<file path="config.mk">
export PLATFORM = sky130hd
export DESIGN_NAME = icache_refill_ctrl
export DESIGN_NICKNAME = d
export VERILOG_FILES = /design/src/rtl/icache_refill_ctrl.sv
export SDC_FILE = /design/constraint.sdc
export NUM_CORES = 1
export LEC_CHECK = 0
export ABC_AREA = 1
export ABC_CLOCK_PERIOD_IN_PS = 1900
export CORE_MARGIN = 4
export CORE_UTILIZATION = 35
export CTS_CLUSTER_DIAMETER = 100
export CTS_CLUSTER_SIZE = 10
export DETAILED_ROUTE_END_ITERATION = 10
export PLACE_DENSITY_LB_ADDON = 0.25
export SKIP_LAST_GASP = 1
export SLEW_MARGIN = 5
export SYNTH_ARGS = -nofsm -noshare
export SYNTH_HDL_FRONTEND = slang
export SYNTH_SLANG_ARGS = --single-unit
</file>
<file path="constraint.sdc">
create_clock -name clk -period 1.9 [get_ports clk]
set_clock_uncertainty 0.2 [all_clocks]
set_input_delay 0.38 -clock clk [delete_from_list [all_inputs] [get_ports clk]]
set_output_delay 0.38 -clock clk [all_outputs]
set_load 0.02 [all_outputs]
</file>
<file path="src/rtl/icache_refill_ctrl.sv">
// Instruction-cache line refill sequencer: arbitrates two fetch-lane misses, issues one
// line request per distinct miss and streams the returned beats into the cache fill port.
module icache_refill_ctrl #(
    parameter int unsigned ADDR_WIDTH = 32,
    parameter int unsigned LINE_BYTES = 32,
    parameter int unsigned BEAT_BYTES = 8
) (
    input  logic                  clk,
    input  logic                  reset,
    input  logic                  miss0,
    input  logic                  miss1,
    input  logic [ADDR_WIDTH-1:0] miss_addr0,
    input  logic [ADDR_WIDTH-1:0] miss_addr1,
    input  logic                  ext_flush,
    output logic                  mem_req_valid,
    input  logic                  mem_req_ready,
    output logic [ADDR_WIDTH-1:0] mem_req_addr,
    input  logic                  mem_resp_valid,
    input  logic [63:0]           mem_resp_data,
    output logic [ADDR_WIDTH-1:0] fetch_addr,
    output logic                  fetch_addr_valid,
    output logic [63:0]           fetched_data,
    output logic                  busy
);

    localparam int unsigned BEATS   = LINE_BYTES / BEAT_BYTES;
    localparam int unsigned OFF_W   = $clog2(LINE_BYTES);
    localparam int unsigned BEAT_SH = $clog2(BEAT_BYTES);
    localparam int unsigned CNT_W   = (BEATS > 1) ? $clog2(BEATS) : 1;
    localparam logic [ADDR_WIDTH-1:0] OFF_MASK = ADDR_WIDTH'((1 << OFF_W) - 1);
    localparam logic [CNT_W-1:0] LAST_BEAT = CNT_W'(BEATS - 1);

    typedef enum logic [2:0] {StIdle, StReq, StResp, StDrain, StDone} state_t;

    state_t                state_q, state_d;
    logic [ADDR_WIDTH-1:0] cur_line_q, cur_line_d;
    logic [ADDR_WIDTH-1:0] pend_line_q, pend_line_d;
    logic                  pending_q, pending_d;
    logic                  flushed_q, flushed_d;
    logic [CNT_W-1:0]      beat_cnt_q, beat_cnt_d;
    logic                  fill_valid_q, fill_valid_d;
    logic [ADDR_WIDTH-1:0] fill_addr_q, fill_addr_d;
    logic [63:0]           fill_data_q, fill_data_d;

    logic [ADDR_WIDTH-1:0] base0, base1, beat_addr;
    logic                  last_beat;

    assign base0     = miss_addr0 & ~OFF_MASK;
    assign base1     = miss_addr1 & ~OFF_MASK;
    assign beat_addr = cur_line_q + (ADDR_WIDTH'(beat_cnt_q) << BEAT_SH);
    assign last_beat = (beat_cnt_q == LAST_BEAT);

    always_comb begin
        state_d      = state_q;
        cur_line_d   = cur_line_q;
        pend_line_d  = pend_line_q;
        pending_d    = pending_q;
        flushed_d    = flushed_q;
        beat_cnt_d   = beat_cnt_q;
        fill_valid_d = 1'b0;
        fill_addr_d  = fill_addr_q;
        fill_data_d  = fill_data_q;

        // A flush in any state abandons the queued second-lane refill.
        if (ext_flush) pending_d = 1'b0;

        unique case (state_q)
            StIdle: begin
                if ((miss0 || miss1) && !ext_flush) begin
                    cur_line_d = miss0 ? base0 : base1;
                    if (miss0 && miss1 && (base0 != base1)) begin
                        pend_line_d = base1;
                        pending_d   = 1'b1;
                    end
                    state_d = StReq;
                end
            end
            StReq: begin
                // The request cannot be withdrawn; remember the flush and drain later.
                if (ext_flush) flushed_d = 1'b1;
                if (mem_req_ready) begin
                    beat_cnt_d = '0;
                    state_d    = (flushed_q || ext_flush) ? StDrain : StResp;
                end
            end
            StResp: begin
                if (mem_resp_valid) begin
                    fill_valid_d = 1'b1;
                    fill_addr_d  = beat_addr;
                    fill_data_d  = mem_resp_data;
                    beat_cnt_d   = beat_cnt_q + 1'b1;
                end
                if (mem_resp_valid && last_beat) begin
                    if (pending_q && !ext_flush) begin
                        cur_line_d = pend_line_q;
                        pending_d  = 1'b0;
                        state_d    = StReq;
                    end else begin
                        state_d = StDone;
                    end
                end else if (ext_flush) begin
                    state_d = StDrain;
                end
            end
            StDrain: begin
                if (mem_resp_valid) begin
                    beat_cnt_d = beat_cnt_q + 1'b1;
                    if (last_beat) begin
                        flushed_d = 1'b0;
                        state_d   = StDone;
                    end
                end
            end
            StDone: begin
                state_d = StIdle;
            end
            default: begin
                state_d = StIdle;
            end
        endcase
    end

    always_ff @(posedge clk) begin
        if (reset) begin
            state_q      <= StIdle;
            cur_line_q   <= '0;
            pend_line_q  <= '0;
            pending_q    <= 1'b0;
            flushed_q    <= 1'b0;
            beat_cnt_q   <= '0;
            fill_valid_q <= 1'b0;
            fill_addr_q  <= '0;
            fill_data_q  <= '0;
        end else begin
            state_q      <= state_d;
            cur_line_q   <= cur_line_d;
            pend_line_q  <= pend_line_d;
            pending_q    <= pending_d;
            flushed_q    <= flushed_d;
            beat_cnt_q   <= beat_cnt_d;
            fill_valid_q <= fill_valid_d;
            fill_addr_q  <= fill_addr_d;
            fill_data_q  <= fill_data_d;
        end
    end

    assign mem_req_valid    = (state_q == StReq);
    assign mem_req_addr     = mem_req_valid ? cur_line_q : '0;
    assign busy             = (state_q != StIdle);
    assign fetch_addr_valid = fill_valid_q;
    assign fetch_addr       = fill_addr_q;
    assign fetched_data     = fill_data_q;

endmodule

</file>
* Word level (Yosys, flattened, before mapping) *
Cells that the tools add are included.
W data, S select, Z words.

word-level totals
  register bits after elaboration = 163
  output and inout bits = 131
  word-level logic and storage cells = 76

cells by class
  $add $sub $neg = 2
  equal/unequal tests = 14
  muxes and demuxes = 29
  bitwise operators = 1
  reductions and logical operators = 21

operators by type and width
  cell                   number
  $mux W32               5
  $pmux W32 S2           1
  $add A32 B5 Y32        1
  $ne A27 B27 Y1         1
  $mux W3                7
  $ne A2 B2 Y1 const B   6
  $pmux W3 S4            1
  $mux W1                10
  $reduce_and A4 Y1      2
  $eq A3 B2 Y1 const B   2
  $reduce_and A3 Y1      2
  $reduce_bool A2 Y1     3
  $logic_and A1 B1 Y1    5
  $reduce_and A5 Y1      1
  $mux W2                2
  $ne A2 B1 Y1 const B   2
  $pmux W1 S2            2
  $pmux W2 S2            1
  $reduce_or A2 Y1       2
  $eq A3 B1 Y1 const B   1
  $logic_not A3 Y1       1
  $ne A3 B3 Y1 const B   1
  $reduce_bool A3 Y1     1
  $add A2 B1 Y2 const B  1
  5 further kinds        6

* Depth between registers and ports, before layout *
Gate-level depths: netlist of run 1.

  word-level depth = 5
  gate-level depth with buffers = 12
  depth with buffers taken out = 11

* Worst setup path after synthesis of run 1 *
Ideal clock, no wire load.

  path type = register to output
  start = reg state_q[1]
  end = out mem_req_addr[11]
  arrival time = 1533 ps
  data required time = 1320 ps
  setup slack = -213 ps
  stages on the path, launching flop included = 5
  path buffers = 1
  cell sequence = dfxtp_1 > nor3_2 > inv_2 > buf_1 > nor2_1

between the ends
  longest elaborated chain between the ends = 2

RTL lines
  item                    line  RTL
  start, declared         35    state_t state_q, state_d;
  start signal, assigned  125   state_q <= StIdle;
  start signal, assigned  135   state_q <= state_d;
  $eq A3 B1 Y1            147   assign mem_req_valid = (state_q == StReq);
  via mem_req_valid       15    output logic mem_req_valid,
  $mux W32                148   assign mem_req_addr = mem_req_valid ? cur_line_q : '0;
  end, declared           17    output logic [ADDR_WIDTH-1:0] mem_req_addr,

The timed path passes the listed nets, and every way through them passes these cells.

* Worst setup path in the final report of run 1 *
  start = reg state_q[0]
  end = out mem_req_addr[28]

between the ends
  longest elaborated chain between the ends = 2

RTL lines
  item          line
  $eq A3 B1 Y1  147
  $mux W32      148

No other way between the ends.

==> metrics.txt, run 1 <==
vias in the first global route 6717; DR iter-0 viols 408; largest family of logic cells by synthesized area simple AND/OR/NAND/NOR gates; failing checks setup timing; Yosys top cell by area dfxtp_1; status finished, violations left; clock buffer count from CTS 17; Hold Crit Class in -> reg; top cells by count, synth nand2_1 (249), dfxtp_1 (155), a21oi_1 (126); most area-consuming cells after synthesis dfxtp_1 (44%), nand2_1 (13%), a21oi_1 (9.0%), nand3_1 (8.7%), nor2_1 (4.0%); antenna-violating nets left 0; htree depth 4; hold_buf cts 0; Final setup viols 28; CORE AREA 19600 um2; CP Max Fanout 14; PortBufs approximately 250; fin cells 1535; CP arrival around 1.5 ns; post-synthesis xor/xnor area fraction 2.37%; die height between 100 and 150 um; max_cap viols 0; area delta synth->final 55.6%; final RePlAce weighted congestion 0.801; drt pass-1 iters 5; Post-route DRC 0; Period minus WS final approximately 2 ns; simple-gate share of the synthesized area a little over a quarter; register area share after synthesis between 40 and 50%; Synth Instances 1004; Synth top area share 44.2%; Starting Density 35.8%; most common cell in the netlist nand2_1; CP Data Required Time around 1.3 ns; post-route clock period utilization 108%; largest net degree at the start of global routing 101; actual slew at the worst max-slew pin 0.503 ns; final worst slack -0.146 ns; flip-flop and latch count after synthesis 155; DP HPWL 15000 um; Post-Syn Area roughly 7000 um2; PwrDens 1070 nW/um2; nets ~1400; overall die area 22400 um2; Root Driver clkbuf_16; highest achievable clock rate between 400 and 500 MHz; CTS tree yes; leakage between 4 and 5 nW; chip width 150 um; synthesis warning total 0; Max VDD drop 0.522 mV; aggregate global routing overflow 0; Synth Area in Adders 0.178%; placed cells 1487; Crit Path Class reg -> out; fin. max-slew vios 0; share of layout cells above drive strength 1 14.5%; Hold WS 0.158 ns; final count of hold timing violations 0; CP Launch Type register; Worst slew margin 66.5%; Post-synth ARST share 0%; Max Root-Sink Buffers 2; WL/cell around 15 um; CTS sink count 155; ANT cells 0; Total Wirelength 23000 um; top_reg_cell synth dfxtp_1; Rows 51; multiplexer area fraction after synthesis 0%; number of synthesized flops with an enable pin 0; Synth Area in Compound Gates 15.9%; CTS clk-pin slew, worst paths 0.07 ns; Synth cell types 28; clk_lat worst skew roughly 0.42 ns; pre-CTS WS -0.471 ns; first-pass GRT wire length 34100 um; RSZ-0062 raised after global routing yes; Mapped Avg Cell Area 6.99 um2; Vias 7395; Top-Level Pins around 270; Worst Setup End Kind primary output; gr usage total 18.6%; initial antenna violation count 1; Vias per Instance 4.82
placed cells by master, fill, tap and decap left out, drive strengths merged:
cell type / count
a21oi: 127
nand4: 1
dlymetal6s2s: 26
clkinvlp: 3
clkbuf: 24
clkinv: 5
buf: 89
clkdlybuf4s50: 96
ha: 1
a31oi: 27
nor4: 1
o21ai: 59
bufinv: 2
dfxtp: 155
nand3: 122
xnor2: 18
a211oi: 2
inv: 77
nand2: 249
xor2: 1
dlygate4sd2: 94
conb: 8
nor3: 6
nor2: 77
registers in the layout, indices dropped and copies added, names as in the netlist:
signal and count:
beat_cnt_q 2, cur_line_q 27, fetch_addr 29, fetch_addr_valid 1
fetched_data 64, flushed_q 1, pend_line_q 27, pending_q 1
state_q 3
worst max-delay path, stage by stage (launching register included):
cell,delay [ns]
dfxtp_2,0.34
inv_2,0.05
nor3_4,0.19
buf_6,0.16
inv_12,0.07
nor2_2,0.10
buf_6,0.12
path summary, 6_finish.rpt:
path,from,endpoint,slack [ns],depth (start not counted)
setup / recovery,state_q[0]$_SDFFE_PP0P_,mem_req_addr[28],-0.15,6
hold / removal,miss_addr1[22],pend_line_q[22]$_SDFFE_PP0P_,0.16,5
setup reg to reg,state_q[0]$_SDFFE_PP0P_,cur_line_q[14]$_SDFFE_PP0P_,0.07,7
hold reg to reg,fetch_addr[17]$_SDFFE_PP0P_,fetch_addr[17]$_SDFFE_PP0P_,0.26,2
area by class of cell:
type,count,area (um2)
clock buffer,19,443
multi-input combinational,699,3480
tap,265,332
timing repair buffer,310,3130
fill,1875,8660
timing repair inverter,1,11.3
clock inverter,13,138
inverter,73,289
sequential,155,3110
where the power goes:
part	leakage [nW]	internal, W	switching, W
registers	1.26	0.00373	0.000293
logic	3.33	0.00175	0.00253
clock network	0.280	0.00198	0.00138
total	4.87	0.00746	0.00420
stage by stage:
stage                     cell area [um2]  power (W)  util (%)  TNS (ns)
final                               10900     0.0117      55.8     -3.42
after global routing                10900     0.0123      55.8     -5.56
after CTS                           10500     0.0114      53.5     -3.99
after floorplan                      7050    0.00629         -     -1.30
after global placement               9900    0.00789      50.5    -25.86
after detailed placement             9900    0.00792      50.5    -26.16
what timing repair did:
item / 4_1_cts / 5_1_grt
pin swaps: 1 / 23
cloned: 1 / 8
gates resized for setup: 275 / 83
setup buffers: 2 / 5
endpoints found under the setup margin: 149 / 88
per-layer routing:
metal	part of all wire, %	GRT usage [%]	vias to the layer above	routed length [um]
met2	48	29.7	254	10900
met3	7.3	3.82	30	1670
met4	2.1	7.60	2	478
met1	43	24.6	3333	9890
li1	-	-	3776	-
met5	0.057	0	-	13
logic make-up (layout without fill, tap and decap cells):
family,Yosys count,after routing
buffers and inverters,157,416
adders and majority gates,1,1
DFF,155,155
xor gates and xnor gates,19,19
AOI/OAI and AO/OA,215,215
and+or+nand+nor,456,456
other,1,8
No activity file was read; power rests on OpenSTA's default activity.
==> run 2: changes to the inputs <==
--- a/config.mk
+++ b/config.mk
@@ -5,7 +5,6 @@
 export SDC_FILE = /design/constraint.sdc
 export NUM_CORES = 1
 export LEC_CHECK = 0
-export ABC_AREA = 1
 export ABC_CLOCK_PERIOD_IN_PS = 1900
 export CORE_MARGIN = 4
 export CORE_UTILIZATION = 35
==> run 2 against run 1 <==
  * The run still ends with setup timing left
  * Synthesized cell count decreased by 22%
  * Critical path depth increased by 2
  * Power decreased by 27%
  * Sequential share of layout area decreased by 0.67 points
  * Largest cell class is now non-clock buffers
==> metrics.txt, run 2 <==
leakage 5.12 nW (+5.1%); top_reg_cell synth dfxtp_1; CTS tree yes; Worst Reg-to-Reg Cells 8 (+1); sequence of cells on the critical path buf_6 > or3_4 > nor3_4 > or2_4 > o31ai_4 > buf_6 > buf_6 > a22o_4; antenna-violating nets left 0 (unchanged); clk_lat worst skew 0.43 ns (about the same); max FFs per register 64 (unchanged); initial antenna violation count 2 (+1); CP Max Fanout 7 (-7); CP Launch Point state_q[2]$_SDFFE_PP0P_; RR Endpoint pend_line_q[8]$_SDFFE_PP0P_; final RePlAce weighted congestion 0.855 (+6.8%); final worst slack -0.191 ns (-0.0451 ns); most area-consuming cells after synthesis dfxtp_1 (48%), nand2_1 (13%), a21oi_1 (9.6%), mux2i_1 (4.2%), a211o_1 (3.6%); worst hold start miss_addr1[8]; Post-Syn Area 6490 um2 (-7.6%); drt pass-1 iters 4 (-1); vias in the first global route 6096 (-9.2%); Root Driver clkbuf_16; number of synthesized flops with an enable pin 0 (unchanged); Rows 49 (-3.9%); CP arrival 2.22 ns (+0.75 ns); Vias 6605 (-11%); die height 144 um (-3.6%); max_cap viols 0 (unchanged); Multi-input gate area 3550 um2 (+2.0%); Crit path max-delay family simple AND/OR/NAND/NOR gates; CTS sink count 155 (unchanged); final total power 0.00856 W (-27%); Synth Instances 780 (-22%); top cells by count, synth nand2_1 (221), dfxtp_1 (155), a21oi_1 (125); post-route clock period utilization 110% (+2.4 points); Final setup viols 120 (+330%); overall die area 20800 um2 (-7.2%); DP HPWL 14700 um (-2.0%); fillcell total 1551 (-17%); Yosys top cell by area dfxtp_1; highest achievable clock rate 478 MHz (-2.2%); max incr delay on CP 0.42 ns (+0.08 ns); flip-flop and latch count after synthesis 155 (unchanged); Critical Path Slowest Stage Cell or3_4; simple-gate share of the synthesized area 20.0% (-7.3 points); RSZ-0062 raised after global routing yes; most common cell after layout, fill and taps aside nand2_1; WP buf/inv 3 (-1); status finished, violations left; Starting Density 35.9% (+0.047 points); Most Frequent Cell on Critical Path buf_6; multiplexer area fraction after synthesis 4.16% (+4.2 points); CORE AREA 18100 um2 (-7.7%); sequential cell area 3110 um2 (about the same); hold depth 3 (-2); failing checks setup timing; aggregate global routing overflow 0 (unchanged); Period minus WS final 2.09 ns (+0.0451 ns); hold path endpoint pend_line_q[8]$_SDFFE_PP0P_; Synth cell types 39 (+39%); worst reg2reg path startpoint state_q[2]$_SDFFE_PP0P_; share of layout cells above drive strength 1 25.6% (+11 points); Total Wirelength 23500 um (+2.4%); Synth top area share 47.8% (+3.6 points); WL/cell 17.5 um (+17%); Stages on worst setup path 8 (+2); synthesis warning total 0 (unchanged); commonest cells after routing, fill and taps aside nand2_1 (199), dfxtp_1 (152), dlygate4sd2_1 (132), a21oi_1 (97), buf_4 (89); PwrDens 764 nW/um2 (-28%); Post-route DRC 0 (unchanged); gr usage total 19.6% (+1.0 points); Mapped Avg Cell Area 8.32 um2 (+19%); first-pass GRT wire length 32000 um (-6.2%); largest net degree at the start of global routing 127 (+26%); PortBufs 247 (unchanged); chip width 144 um (-3.6%); Synth Area in Compound Gates 18.9% (+2.9 points); Post-synth ARST share 0% (unchanged); Top-Level Pins 266 (unchanged); CP Data Required Time 2.03 ns (+0.71 ns); DR iter-0 viols 374 (-8.3%); register area share after synthesis 47.8% (+3.6 points); most common cell in the netlist nand2_1; pre-CTS WS -0.654 ns (-0.183 ns); htree depth 4 (unchanged); largest family of logic cells by synthesized area simple AND/OR/NAND/NOR gates; Worst slew margin 52.3% (-14 points); Worst Setup End Kind register; post-synthesis xor/xnor area fraction 3.64% (+1.3 points); Max VDD drop 0.671 mV (+29%); Hold Crit Class in -> reg; Synth Area in Adders 0.193% (+0.015 points); final count of hold timing violations 0 (unchanged); CP Launch Type register; actual slew at the worst max-slew pin 0.716 ns (+0.213 ns); fin. max-slew vios 0 (unchanged); Hold WS 0.127 ns (-0.0304 ns); clock buffer count from CTS 17 (unchanged); setup slack, reg-to-reg -0.19 ns (-0.26 ns); setup_tns -8.95 ns (-5.53 ns); Vias per Instance 4.90 (+1.6%); nets 1242 (-11%); area delta synth->final 72.6%; CTS clk-pin slew, worst paths 0.06 ns (about the same); Max Root-Sink Buffers 2 (unchanged); Crit Path Class reg -> reg
==> run 2: cell count changes in the layout (fill, tap and decap cells not counted), moves of 20 or more <==
cell             delta
mux2i_1            +27
o21ai_0            -32
a211o_1            +27
a21oi_1            -26
a22o_1             +20
clkdlybuf4s50_1    -28
nand3_1           -121
buf_4              +40
nand2_1            -44
a31oi_1            -26
dlygate4sd2_1      +38
inv_1              -63
a21oi_2            +24
o21ai_1            -23
==> run 2: routing by layer <==
layer  vias up  global-route usage [%]  wire length, um
met5         -                       0               13
met4         2                    5.74              338
met3        22                    6.78             1850
met2       204                    32.2            11300
met1      3108                    24.6            10000
li1       3269                       -                -
==> run 2: report_power, final <==
part	switching [W]	internal, W
Clock	0.00143	0.00207
Combinational	0.000800	0.000802
Sequential	0.0000824	0.00337
Total	0.00231	0.00625
==> run 2: kinds of logic (layout without fill, tap and decap cells) <==
| logic type | count (synthesis) | in the layout |
|---|---|---|
| simple gates | 306 | 306 |
| compound gates | 193 | 193 |
| flops | 155 | 155 |
| buf+inv | 70 | 402 |
| xor+xnor | 27 | 27 |
| mux | 27 | 27 |
| fa+ha+maj | 1 | 1 |
| other cells | 1 | 9 |
==> run 2: worst reg2reg max path: stages (launching register included) <==
cell and delay (ns):
dfxtp_2 0.32, buf_6 0.11, or3_4 0.42, nor3_4 0.18, or2_4 0.17, o31ai_4 0.09
buf_6 0.14, buf_6 0.13, a22o_4 0.23
==> run 2: worst max path at each step <==
stage	end
3_3_place_gp	pend_line_q[10]$_SDFFE_PP0P_
2_1_floorplan	pend_line_q[11]$_SDFFE_PP0P_
5_1_grt	pend_line_q[31]$_SDFFE_PP0P_
3_5_place_dp	pend_line_q[31]$_SDFFE_PP0P_
4_1_cts	mem_req_addr[7]
6_report	pend_line_q[8]$_SDFFE_PP0P_
==> run 2: what timing repair did <==
action                                 4_1_cts  5_1_grt
gates resized for setup                    321      126
endpoints found under the hold margin        1        0
gates cloned                                 2       15
setup endpoints to repair                  151      120
pin swaps                                   50       52
buffers inserted                             1       16
hold buffers                                 1        0
==> run 2: area by class of cell <==
cell class,count,share of cell area (%)
multi-input combinational,562,31.7
timing repair buffer,366,32.5
clock buffer,18,3.83
clock inverter,14,1.51
antenna,1,0.0223
inverter,4,0.156
sequential,155,27.8
tap,229,2.56
==> run 2: through the flow <==
stage / util [%] / area [um2] / cells
floorplan: - / 6530 / 787
global placement: 53.8 / 9730 / 1284
detailed placement: 53.8 / 9730 / 1284
CTS: 57.1 / 10300 / 1320
global route: 61.9 / 11200 / 1349
finish: 61.9 / 11200 / 1349
==> run 3: changes to the inputs <==
--- a/config.mk
+++ b/config.mk
@@ -13,7 +13,6 @@
 export DETAILED_ROUTE_END_ITERATION = 10
 export PLACE_DENSITY_LB_ADDON = 0.25
 export SKIP_LAST_GASP = 1
-export SLEW_MARGIN = 5
 export SYNTH_ARGS = -nofsm -noshare
 export SYNTH_HDL_FRONTEND = slang
 export SYNTH_SLANG_ARGS = --single-unit
==> results of run 3 <==
Final layout, timing and power as in run 2 (identical DEF).
